**src/rtl/tff_mod_counter.sv**
```systemverilog
// Modulo-N up/down counter built from WIDTH T flip-flop stages; each stage toggles when its bit must change.
// Optional feature: define TFF_MOD_COUNTER_UPDOWN_EN to make the `up` direction input functional.
module tff_mod_counter #(
  parameter int WIDTH   = 4,
  parameter int MODULUS = 10
) (
  input  logic             clk,
  input  logic             rst,
  input  logic             en,
  input  logic             load,
  input  logic [WIDTH-1:0] d,
  input  logic             up,
  output logic [WIDTH-1:0] q,
  output logic [WIDTH-1:0] q_,
  output logic             tc,
  output logic             wrap
);

  if (WIDTH < 1 || WIDTH > 16) begin : g_bad_width
    $error("tff_mod_counter: WIDTH must be 1..16");
  end
  if (MODULUS < 2 || MODULUS > (1 << WIDTH)) begin : g_bad_modulus
    $error("tff_mod_counter: MODULUS must be 2..2**WIDTH");
  end

  // One extra bit keeps MODULUS = 2**WIDTH from truncating the compare values.
  localparam logic [WIDTH:0] MAX = (WIDTH+1)'(MODULUS - 1);

  logic [WIDTH:0]   q_ext;
  logic [WIDTH:0]   d_ext;
  logic [WIDTH:0]   step_up;
  logic [WIDTH:0]   nxt_ext;
  logic [WIDTH-1:0] nxt;
  logic [WIDTH-1:0] t;
  logic             at_max;
  logic             in_range;
  logic             unused_nxt_msb;

  assign q_ext    = {1'b0, q};
  assign d_ext    = {1'b0, d};
  assign at_max   = (q_ext == MAX);
  assign in_range = (q_ext <= MAX);
  assign step_up  = at_max ? '0 : q_ext + 1'b1;

`ifdef TFF_MOD_COUNTER_UPDOWN_EN
  logic [WIDTH:0] step_dn;
  logic           at_zero;

  assign at_zero = (q_ext == '0);
  assign step_dn = at_zero ? MAX : q_ext - 1'b1;
  assign tc      = en & ~load & (up ? at_max : at_zero);
`else
  logic unused_up;

  assign unused_up = up;
  assign tc        = en & ~load & at_max;
`endif

  always_comb begin
    nxt_ext = q_ext;
    if (load) begin
      nxt_ext = (d_ext > MAX) ? MAX : d_ext;
    end else if (en) begin
      // An out-of-range state can only come from corruption; recover to zero.
      if (!in_range) begin
        nxt_ext = '0;
      end else begin
`ifdef TFF_MOD_COUNTER_UPDOWN_EN
        nxt_ext = up ? step_up : step_dn;
`else
        nxt_ext = step_up;
`endif
      end
    end
  end

  assign nxt            = nxt_ext[WIDTH-1:0];
  assign unused_nxt_msb = nxt_ext[WIDTH];
  assign t              = q ^ nxt;

  for (genvar i = 0; i < WIDTH; i++) begin : g_stage
    logic stage_q;

    always_ff @(posedge clk or posedge rst) begin
      if (rst) begin
        stage_q <= 1'b0;
      end else if (t[i]) begin
        stage_q <= ~stage_q;
      end
    end

    assign q[i]  = stage_q;
    assign q_[i] = ~stage_q;
  end

  always_ff @(posedge clk or posedge rst) begin
    if (rst) begin
      wrap <= 1'b0;
    end else begin
      wrap <= tc;
    end
  end

endmodule

```
**config.mk**
```make
export PLATFORM = sky130hd
export DESIGN_NAME = tff_mod_counter
export DESIGN_NICKNAME = d
export VERILOG_FILES = /design/src/rtl/tff_mod_counter.sv
export SDC_FILE = /design/constraint.sdc
export NUM_CORES = 1
export LEC_CHECK = 0
export ABC_AREA = 1
export BUFFER_PORTS_ARGS = -buffer_cell sky130_fd_sc_hd__buf_2
export CAP_MARGIN = 0
export CORE_AREA = 2 2 39 41
export CTS_CLUSTER_DIAMETER = 150
export DETAILED_ROUTE_END_ITERATION = 10
export DIE_AREA = 0 0 41 43
export REMOVE_ABC_BUFFERS = 1
export SETUP_SLACK_MARGIN = 0.3
export SLEW_MARGIN = 40
export SYNTH_ARGS = -nofsm -noshare
export SYNTH_HDL_FRONTEND = slang
export SYNTH_SLANG_ARGS = --single-unit
export TNS_END_PERCENT = 1
```
**constraint.sdc**
```tcl
create_clock -name clk -period 2 [get_ports clk]
set_clock_uncertainty 0.1 [all_clocks]
set_input_delay 0.3 -clock clk [delete_from_list [all_inputs] [get_ports clk]]
set_output_delay 0.3 -clock clk [all_outputs]
set_load 0.005 [all_outputs]
```
# Yosys cells after proc, flatten, opt, wreduce, memory -nomap -nowiden
# Cells that the tools add are included.
[classes]
addsub = 1
mul = 0
n_div = 0
order_cmp = 2
eq_ne = 1
n_shift = 0
n_mux = 5
bitwise_logic = 8
n_reduce_logical = 0
[ops]
columns = ["operator", "n"]
rows = [
  ["$mux 4", 5],
  ["$not 1->1", 5],
  ["$add 4x1->4 const B", 1],
  ["$eq 4x4->1 const B", 1],
  ["$gt 4x4->1 const B", 1],
  ["$le 4x4->1 const B", 1],
  ["$xor 4x4->4", 1],
  ["$and 1x1->1", 2],
]
[word_totals]
ff_bits = 5
latchBits = 0
ram_bits = 0
rom_bits = 0
input_bits = 9
output_inout_bits = 10
word_cells = 22
n_memories = 0

# Logic depth before layout (Yosys ltp)
# Gate-level depths: netlist of the first run.
[depth]
word_depth = 6
ltp_mapped = 6
ltp_nobuf = 6

# Worst setup path before layout of the first run
# No wires, ideal clock.
[synth_path]
path_kind = "register to output"
from = "register g_stage[1].stage_q"
to = "output port tc"
t_arrival_ps = 797
required_ps = 1600
slack_ps = 803
path_stages_with_launch = 4
cell_sequence = "dfrtp_1 inv_1 nand3_1 nor3_1"
[synth_via]
elab_chain_len = 2
[synth_rtl]
columns = ["element", "line", "rtl"]
rows = [
  ["start, declared", "82", "logic stage_q;"],
  ["start signal, assigned", "88", "stage_q <= ~stage_q;"],
  ["$eq 4x4->1", "41", "assign at_max = (q_ext == MAX);"],
  ["$and 1x1->1", "56", "assign tc = en & ~load & at_max;"],
  ["end, declared", "15", "output logic tc,"],
]
# Every way passes these cells.

# Worst setup path in the final report of the first run
# Same ends and word-level chain as after synthesis.

==> impl_metrics.env, run 1 <==
export IMPL_status="finished clean"
export IMPL_vias=345
export IMPL_grt_pass1_wl_mm=1.269
export IMPL_io_buffers=17
export IMPL_clockRootBuffer="clkbuf_4"
export IMPL_required_ns=1.60
export IMPL_drtIter0Drc=7
export IMPL_async_reset_ff_share_pct=100.0
export IMPL_numCtsBuffers=3
export IMPL_p_int_uw=220.9
export IMPL_max_stage_delay_ns=0.43
export IMPL_layout_common_cells="buf_2, nand2_1"
export IMPL_path_class="register to output pin"
export IMPL_wire_per_inst_um=9.138
export IMPL_dr_pass1_iters=4
export IMPL_num_antenna_cells=0
export IMPL_top_layer="met4"
export IMPL_overflow=0
export IMPL_antenna_found_initial=0
export IMPL_grt_setup_unrepaired="no"
export IMPL_seqPwrFrac_pct=40.2
export IMPL_crit_chain="inv_1 > nand3_1 > nor3_2 > buf_2"
export IMPL_io_pins=19
export IMPL_grt_pass1_vias=337
export IMPL_switching_power_uw=95.07
export IMPL_ys_warn_count=0
export IMPL_clk_latency_ns=0.24
export IMPL_grt_max_degree=9
export IMPL_die_area_um2=1763
export IMPL_wl_met2_um=351
export IMPL_placed_area_um2=396.6
export IMPL_gp_congestion=0.8070
export IMPL_slew_headroom_pct=87.57
export IMPL_fin_area_um2=439.2
export IMPL_hpwlAfterDp_um=589.2
export IMPL_seq_area_frac_synth_pct=38.31
export IMPL_cts_path_max_buffers=2
export IMPL_synthXorXnorAreaFrac_pct=0
export IMPL_synthAdderAreaFrac_pct=0
export IMPL_hold_viol_final=0
export IMPL_wl_met1_um=308
export IMPL_synth_edf_count=0
export IMPL_avgSynthCellArea_um2=6.948
export IMPL_power_density_nw_per_um2=719.5
export IMPL_finalSetupViolations=0
export IMPL_seq_area_um2=126.4
export IMPL_fmax_ghz=0.6310
export IMPL_cp_max_fo=6
export IMPL_p_leak_uw=0.0002409
export IMPL_crit_path_end_kind="output pin"
export IMPL_drt_antenna_violating_nets=0
export IMPL_ys_types=15
export IMPL_drive_gt1_share_pct=39.06
export IMPL_multiInputGateArea_um2=148.9
export IMPL_coreArea_um2=1384
export IMPL_syn2layout_area_growth_pct=34.48
export IMPL_ys_seq_elements=5
export IMPL_fp_dieH_um=43
export IMPL_cts_sinks=5
export IMPL_synth_compound_gate_area_share_pct=13.03
export IMPL_die_w_um=41
export IMPL_slowest_stage="dfrtp_1"
export IMPL_htree_levels=1
export IMPL_arrival_ns=1.18
export IMPL_slew_violations=0
export IMPL_vdd_drop_max_v=0.0003053
export IMPL_synth_top_family_by_area="simple AND/OR/NAND/NOR gates"
export IMPL_swShare_pct=30.09
export IMPL_start_util_pct=23.60
export IMPL_layout_nets=74
export IMPL_core_rowCount=14
export IMPL_vias_per_cell=4.313
export IMPL_cts_reportedPaths_clkPinSlew_ns=0.04
export IMPL_critPathLaunchType="register"
export IMPL_synthCells=47
export IMPL_syn_area_um2=326.6
export IMPL_drcViolationCount=0
export IMPL_hp_class="input port to register"
export IMPL_fin_crit_ns=1.585
export IMPL_hold_start="d[1]"
export IMPL_grt_util_all_layers_pct=11.11
export IMPL_worst_slew_pin_slew_ns=0.1845
export IMPL_pwr_share_comb_pct=23.3
export IMPL_clkPwrFrac_pct=36.5
export IMPL_routed_wl_um=731
export IMPL_wl_met3_um=58
export IMPL_critPathLaunch="g_stage[1].stage_q$_DFFE_PP0P_"
export IMPL_min_period_over_period_pct=79.24
export IMPL_r2r_start="g_stage[1].stage_q$_DFFE_PP0P_"
export IMPL_synth_main_ff_cell="dfrtp_1"
export IMPL_cts_tree="yes"
export IMPL_yosys_area_share_simple_pct=31.03
export IMPL_cap_violations=0
export IMPL_setup_tns_final_ns=0
export IMPL_fillers=158
export IMPL_synthMuxAreaShare_pct=0
export IMPL_final_common_cell="buf_2"
## worst paths after layout
path | to | slack (ns) | cells after the start
min in group asynchronous | g_stage[3].stage_q$_DFFE_PP0P_ | 0.40 | 3
worst max register to register | g_stage[3].stage_q$_DFFE_PP0P_ | 0.91 | 5
worst min register to register | g_stage[0].stage_q$_DFFE_PP0P_ | 0.54 | 2
worst min-delay path | g_stage[1].stage_q$_DFFE_PP0P_ | 0.18 | 3
max in group asynchronous | g_stage[0].stage_q$_DFFE_PP0P_ | 1.22 | 3
worst max-delay path | tc | 0.42 | 4
## critical path: cells and delay by family (launching register included)
kind                   cells  cell delay, ns
AND/OR/NAND/NOR            2            0.25
buffers and inverters      2            0.26
flip-flops                 1            0.43
## power groups by stage
stage / registers (uW) / logic (uW) / clock network, uW
floorplan: 127 / 36.3 / 0
global placement: 129 / 71.2 / 0
detailed placement: 128 / 72.1 / 0
CTS: 127 / 73.8 / 119
global route: 130 / 86.6 / 126
finish: 127 / 73.7 / 115
## layer usage
| layer | global-route usage, % | vias up |
|---|---|---|
| li1 | - | 184 |
| met1 | 11.80 | 147 |
| met2 | 16.25 | 12 |
| met3 | 3.665 | 2 |
| met4 | 10.00 | 0 |
| met5 | 0 | - |
## cell usage after synthesis (2+ instances only)
cell / n / area [um^2]
nor2_1: 4 / 15.01
inv_2: 2 / 7.510
nand3_1: 4 / 20.02
inv_1: 4 / 15.01
o21ai_1: 2 / 10.01
nand2_1: 12 / 45.04
o21ai_0: 2 / 10.01
dfrtp_1: 5 / 125.1
a21oi_1: 3 / 15.01
buf_4: 4 / 30.03
## area by class of cell
type / instances / share of cell area [%]
flip-flops and latches: 5 / 28.77
multi-input cells: 31 / 33.90
inverters: 6 / 5.128
repair buffers: 18 / 21.65
well taps: 16 / 4.558
clock buffers: 4 / 5.983
## stage by stage
step / cells / util, % / power [uW] / hold WS (ns) / setup slack [ns]
floorplan: 42 / - / 163.0 / -0.02148 / 0.7868
global route: 80 / 31.74 / 341.9 / 0.1876 / 0.3035
detailed placement: 75 / 28.66 / 200.4 / 0.1002 / 0.5880
global placement: 75 / 28.66 / 200.0 / 0.09608 / 0.6033
CTS: 80 / 31.28 / 319.6 / 0.1779 / 0.3275
finish: 80 / 31.74 / 316.0 / 0.1816 / 0.4151
## what timing repair did
| action | 4_1_cts | 5_1_grt |
|---|---|---|
| endpoints found under the hold margin | 5 | 0 |
| buffers inserted | 0 | 0 |
| gates resized for setup | 0 | 2 |
| endpoints found under the setup margin | 0 | 1 |
| hold buffers | 1 | 0 |
## state kept, by name, indices dropped and copies added (netlist names)
name             cells
g_stage.stage_q      4
wrap                 1
## cell families after synthesis
logic type	Yosys count
AOI/OAI and AO/OA	8
buffers and inverters	11
DFF	5
and+or+nand+nor	23
No activity file was read; power rests on OpenSTA's default activity.
==> run 2: changes to the inputs <==
==> constraint.sdc (replaced) <==
create_clock -name clk -period 1.65 [get_ports clk]
set_clock_uncertainty 0.1 [all_clocks]
set_input_delay 0.2475 -clock clk [delete_from_list [all_inputs] [get_ports clk]]
set_output_delay 0.2475 -clock clk [all_outputs]
set_load 0.005 [all_outputs]
==> run 2 against run 1 <==
Effect of this change: flip-flop and latch count stayed put; via count is 13% higher; power is 35% higher; critical path depth stayed put; combinational power is 91% higher; hold slack worse by 0.052 ns; global-route usage is 0.91 points higher; cell area is 19% higher; die area stayed put; critical path type unchanged; largest cell class unchanged; largest power group unchanged.
==> impl_metrics.env, run 2 (same netlist as run 1, synthesis figures left out) <==
export IMPL_status="finished clean"
export IMPL_fin_area_um2=520.5
export IMPL_crit_family="flip-flops"
export IMPL_hold_start="d[1]"
export IMPL_clockRootBuffer="clkbuf_4"
export IMPL_r2r_start="g_stage[1].stage_q$_DFFE_PP0P_"
export IMPL_fp_dieH_um=43
export IMPL_hold_ws_ns=0.1300
export IMPL_power_density_nw_per_um2=817.1
export IMPL_hold_path_end="g_stage[1].stage_q$_DFFE_PP0P_"
export IMPL_post_place_ws_ns=0.2915
export IMPL_grt_pass1_vias=354
export IMPL_syn2layout_area_growth_pct=59.39
export IMPL_numCtsBuffers=3
export IMPL_slowest_stage="dfrtp_2"
export IMPL_vias=390
export IMPL_drtIter0Drc=5
export IMPL_slew_violations=0
export IMPL_top_register="g_stage.stage_q"
export IMPL_io_pins=19
export IMPL_slew_headroom_pct=88.58
export IMPL_p_leak_uw=0.0002840
export IMPL_cts_sinks=5
export IMPL_vdd_drop_max_v=0.0003584
export IMPL_cap_violations=0
export IMPL_required_ns=1.30
export IMPL_whs_path_depth=3
export IMPL_vias_per_cell=4.432
export IMPL_htree_levels=1
export IMPL_coreArea_um2=1384
export IMPL_grt_max_degree=9
export IMPL_layout_common_cells="buf_2, nand2_1, buf_4"
export IMPL_hpwlAfterDp_um=592.3
export IMPL_io_buffers=17
export IMPL_fillers=155
export IMPL_min_period_over_period_pct=85.29
export IMPL_layout_nets=82
export IMPL_hold_viol_final=0
export IMPL_dr_pass1_iters=3
export IMPL_post_route_util_pct=37.61
export IMPL_fin_crit_ns=1.407
export IMPL_largestRegisters="g_stage.stage_q: 4 flops, wrap: 1 flops"
export IMPL_final_common_cell="buf_2"
export IMPL_clk_latency_ns=0.24
export IMPL_critPathBufInv=2
export IMPL_crit_path_end_kind="output pin"
export IMPL_fmax_ghz=0.7106
export IMPL_antenna_found_initial=0
export IMPL_overflow=0
export IMPL_seq_area_um2=128.9
export IMPL_num_antenna_cells=0
export IMPL_crit_chain="inv_2 > nand3_4 > nor3_4 > buf_2"
export IMPL_drt_antenna_violating_nets=0
export IMPL_gp_congestion=0.8090
export IMPL_cts_path_max_buffers=2
export IMPL_core_rowCount=14
export IMPL_start_util_pct=23.60
export IMPL_drive_gt1_share_pct=52.78
export IMPL_multiInputGateArea_um2=167.7
export IMPL_path_depth=4
export IMPL_routed_wl_um=879
export IMPL_grt_util_all_layers_pct=12.02
export IMPL_cp_max_fo=2
export IMPL_cts_reportedPaths_clkPinSlew_ns=0.04
export IMPL_finalSetupViolations=0
export IMPL_max_stage_delay_ns=0.41
export IMPL_setup_tns_final_ns=0
export IMPL_die_area_um2=1763
export IMPL_path_class="register to output pin"
export IMPL_largest_reg_flops=4
export IMPL_drcViolationCount=0
export IMPL_placed_area_um2=396.6
export IMPL_arrival_ns=1.06
export IMPL_reg2reg_depth=6
export IMPL_critPathLaunchType="register"
export IMPL_r2r_end="g_stage[3].stage_q$_DFFE_PP0P_"
export IMPL_cts_tree="yes"
export IMPL_r2r_slack_ns=0.37
export IMPL_wire_per_inst_um=9.989
export IMPL_grt_setup_unrepaired="yes"
export IMPL_worst_slew_pin_slew_ns=0.1695
export IMPL_hp_class="input port to register"
export IMPL_fin_ws_ns=0.2427
export IMPL_grt_pass1_wl_mm=1.407
export IMPL_die_w_um=41
-- run 2: cell count changes in the layout (fill, tap and decap cells not counted), sizes merged --
cell,delta
buf,+8
-- run 2: final cells by class --
cell class	count	area share, %
clock buffer	4	5.048
inverter	6	4.327
multi-input combinational	31	32.21
sequential	5	24.76
tap	16	3.846
timing repair buffer	26	29.81
-- run 2: worst max path at each step --
stage / start / to / slack (ns)
after global placement: g_stage[1].stage_q$_DFFE_PP0P_ / tc / 0.31
final: g_stage[1].stage_q$_DFFE_PP0P_ / tc / 0.24
after floorplan: g_stage[1].stage_q$_DFFE_PP0P_ / tc / 0.49
after detailed placement: g_stage[1].stage_q$_DFFE_PP0P_ / tc / 0.29
after global routing: g_stage[2].stage_q$_DFFE_PP0P_ / tc / 0.19
after CTS: g_stage[2].stage_q$_DFFE_PP0P_ / tc / 0.19
-- run 2: repair_timing --
item / in CTS / in global routing
endpoints found under the setup margin: 1 / 1
hold buffers: 1 / 0
setup buffers: 4 / 4
endpoints found under the hold margin: 5 / 0
pin swaps: 2 / 1
gates resized for setup: 6 / 3
-- run 2: routing by layer --
layer	part of all wire (%)	vias to the layer above	GRT usage [%]
met1	39	177	12.79
met4	0	0	8.000
met2	55	14	19.38
met5	0	-	0
met3	5.5	0	3.141
li1	-	199	-
-- run 2: worst reg2reg max path: stages (launching register included) --
cell and delay (ns):
dfrtp_2 0.41, buf_4 0.16, o21ai_1 0.17, nand3_1 0.10, nor2_1 0.12, nor2_1 0.06, nor2_1 0.09
-- run 2: where the power goes --
| group | leakage, uW | switching (uW) | total (uW) | internal (uW) |
|---|---|---|---|---|
| Clock | 0.0000150 | 47.6 | 139 | 91.3 |
| Combinational | 0.000209 | 73.1 | 141 | 67.7 |
| Sequential | 0.0000596 | 9.31 | 146 | 136 |
| Total | 0.000284 | 130 | 425 | 295 |
-- run 2: metrics by stage --
step / std cells / total power, uW
2_1_floorplan: 42 / 197.5
6_report: 88 / 425.3
3_3_place_gp: 75 / 242.3
3_5_place_dp: 75 / 243.1
5_1_grt: 88 / 454.5
4_1_cts: 84 / 406.2
==> run 3: changes to the inputs <==
==> constraint.sdc (replaced) <==
create_clock -name clk -period 1.5 [get_ports clk]
set_clock_uncertainty 0.1 [all_clocks]
set_input_delay 0.225 -clock clk [delete_from_list [all_inputs] [get_ports clk]]
set_output_delay 0.225 -clock clk [all_outputs]
set_load 0.005 [all_outputs]
==> run 3 against run 2 <==
Effect of this change: cell count decreased by 1.1%; non-clock buffer count fell by 1; clock-buffer cell count unchanged; critical endpoint unchanged; largest cell class unchanged.
==> impl_metrics.env, run 3 (same netlist as run 1, synthesis figures left out) <==
export IMPL_hp_class="input port to register"
export IMPL_vias=388
export IMPL_clkPwrFrac_pct=34.1
export IMPL_p_total_uw=459.7
export IMPL_hold_ws_ns=0.1106
export IMPL_arrival_ns=1.04
export IMPL_required_ns=1.17
export IMPL_clk_latency_ns=0.24
export IMPL_switching_power_uw=140.0
export IMPL_clockRootBuffer="clkbuf_4"
export IMPL_cp_max_fo=2
export IMPL_htree_levels=1
export IMPL_seqPwrFrac_pct=33.9
export IMPL_p_int_uw=319.7
export IMPL_power_density_nw_per_um2=927.8
export IMPL_worst_slew_pin_slew_ns=0.1840
export IMPL_gp_congestion=0.8420
export IMPL_hpwlAfterDp_um=634.5
export IMPL_grt_max_degree=9
export IMPL_finalSetupViolations=0
export IMPL_grt_setup_unrepaired="yes"
export IMPL_largestRegisters="g_stage.stage_q: 4 flops, wrap: 1 flops"
export IMPL_drive_gt1_share_pct=47.89
export IMPL_status="finished clean"
export IMPL_layout_nets=81
export IMPL_r2r_start="g_stage[2].stage_q$_DFFE_PP0P_"
export IMPL_io_buffers=17
export IMPL_fmax_ghz=0.7344
export IMPL_critPathLaunchType="register"
export IMPL_vdd_drop_max_v=0.0004362
export IMPL_critPathLaunch="g_stage[2].stage_q$_DFFE_PP0P_"
export IMPL_setup_tns_final_ns=0
export IMPL_coreArea_um2=1384
export IMPL_fillers=152
export IMPL_placedCellCount=77
export IMPL_multiInputGateArea_um2=153.9
export IMPL_antenna_found_initial=0
export IMPL_cts_reportedPaths_clkPinSlew_ns=0.04
export IMPL_swShare_pct=30.46
export IMPL_min_period_over_period_pct=90.78
export IMPL_die_w_um=41
export IMPL_fin_crit_ns=1.362
export IMPL_cts_sinks=5
export IMPL_pwr_share_comb_pct=32.0
export IMPL_drtIter0Drc=6
export IMPL_top_register="g_stage.stage_q"
export IMPL_core_rowCount=14
export IMPL_slew_headroom_pct=87.72
export IMPL_seq_area_um2=125.1
export IMPL_grt_pass1_wl_mm=1.455
export IMPL_layout_common_cells="buf_2, nand2_1, buf_4"
export IMPL_slew_violations=0
export IMPL_die_area_um2=1763
export IMPL_overflow=0
export IMPL_cap_violations=0
export IMPL_cts_path_max_buffers=2
export IMPL_vias_per_cell=4.460
export IMPL_drcViolationCount=0
export IMPL_setup_worst_path_end="tc"
export IMPL_hold_viol_final=0
export IMPL_largest_reg_flops=4
export IMPL_reg2reg_depth=6
export IMPL_grt_pass1_vias=383
export IMPL_routed_wl_um=841
export IMPL_crit_path_end_kind="output pin"
export IMPL_grt_util_all_layers_pct=12.42
export IMPL_io_pins=19
export IMPL_r2r_slack_ns=0.30
export IMPL_wire_per_inst_um=9.667
export IMPL_start_util_pct=23.60
export IMPL_dr_pass1_iters=4
export IMPL_p_leak_uw=0.0002766
export IMPL_num_antenna_cells=0
export IMPL_cts_tree="yes"
export IMPL_instances_no_fill=87
export IMPL_drt_antenna_violating_nets=0
export IMPL_numCtsBuffers=3
export IMPL_final_common_cell="buf_2"
export IMPL_path_class="register to output pin"
export IMPL_syn2layout_area_growth_pct=51.72
export IMPL_r2r_end="g_stage[3].stage_q$_DFFE_PP0P_"
export IMPL_fp_dieH_um=43
[run 3: cell count changes in the layout (fill, tap and decap cells not counted)]
cell,delta
buf_4,-1
nand3_4,-1
dfrtp_2,-3
nand3_2,+1
nor3_2,+1
nor3_4,-1
dfrtp_1,+3
[run 3: worst min-delay path by stage]
stage	start	endpoint	slack [ns]	cells past startpoint
floorplan	rst	g_stage[0].stage_q$_DFFE_PP0P_	-0.1	1
global placement	rst	wrap$_DFF_PP0_	0.02	2
detailed placement	rst	wrap$_DFF_PP0_	0.03	2
CTS	d[2]	g_stage[2].stage_q$_DFFE_PP0P_	0.12	3
global route	d[2]	g_stage[2].stage_q$_DFFE_PP0P_	0.13	3
finish	d[1]	g_stage[1].stage_q$_DFFE_PP0P_	0.11	3
[run 3: power by group through the flow]
stage | Clock (uW) | Sequential (uW) | Combinational [uW]
after floorplan | 0 | 169 | 48.4
after global routing | 166 | 157 | 166
after global placement | 0 | 162 | 113
final | 157 | 156 | 147
after detailed placement | 0 | 162 | 115
after CTS | 159 | 155 | 148
[run 3: layout make-up]
type                            instances  area share, %
Sequential cell                         5          25.25
Timing Repair Buffer                   25          29.80
Inverter                                6          4.545
Multi-Input combinational cell         31          31.06
Tap cell                               16          4.040
Clock buffer                            4          5.303
[run 3: layer usage]
layer  global-route usage [%]  vias to the layer above  wire (um)
met5                        0                        -          0
met4                    8.000                        0          8
met3                    3.141                        2         45
met2                    20.63                       14        448
met1                    12.79                      173        338
li1                         -                      199          -
[run 3: critical path, cell delays in order, from the launching register on]
cell,delay (ns)
dfrtp_1,0.39
inv_2,0.08
nand3_2,0.06
nor3_2,0.13
buf_2,0.14
[run 3: repair_timing]
item,CTS,global route
hold buffers,1,0
pin swaps,1,1
hold endpoints to repair,5,0
resized for setup,4,0
setup endpoints to repair,5,10
setup buffers,5,0
[run 3: stage by stage]
stage	instance area (um^2)	worst slack, ns	utilization, %
after floorplan	291.5	0.3618	-
after global placement	411.6	0.2275	29.75
after detailed placement	411.6	0.2135	29.75
after CTS	495.5	0.08662	35.80
after global routing	495.5	0.05823	35.80
final	495.5	0.1384	35.80
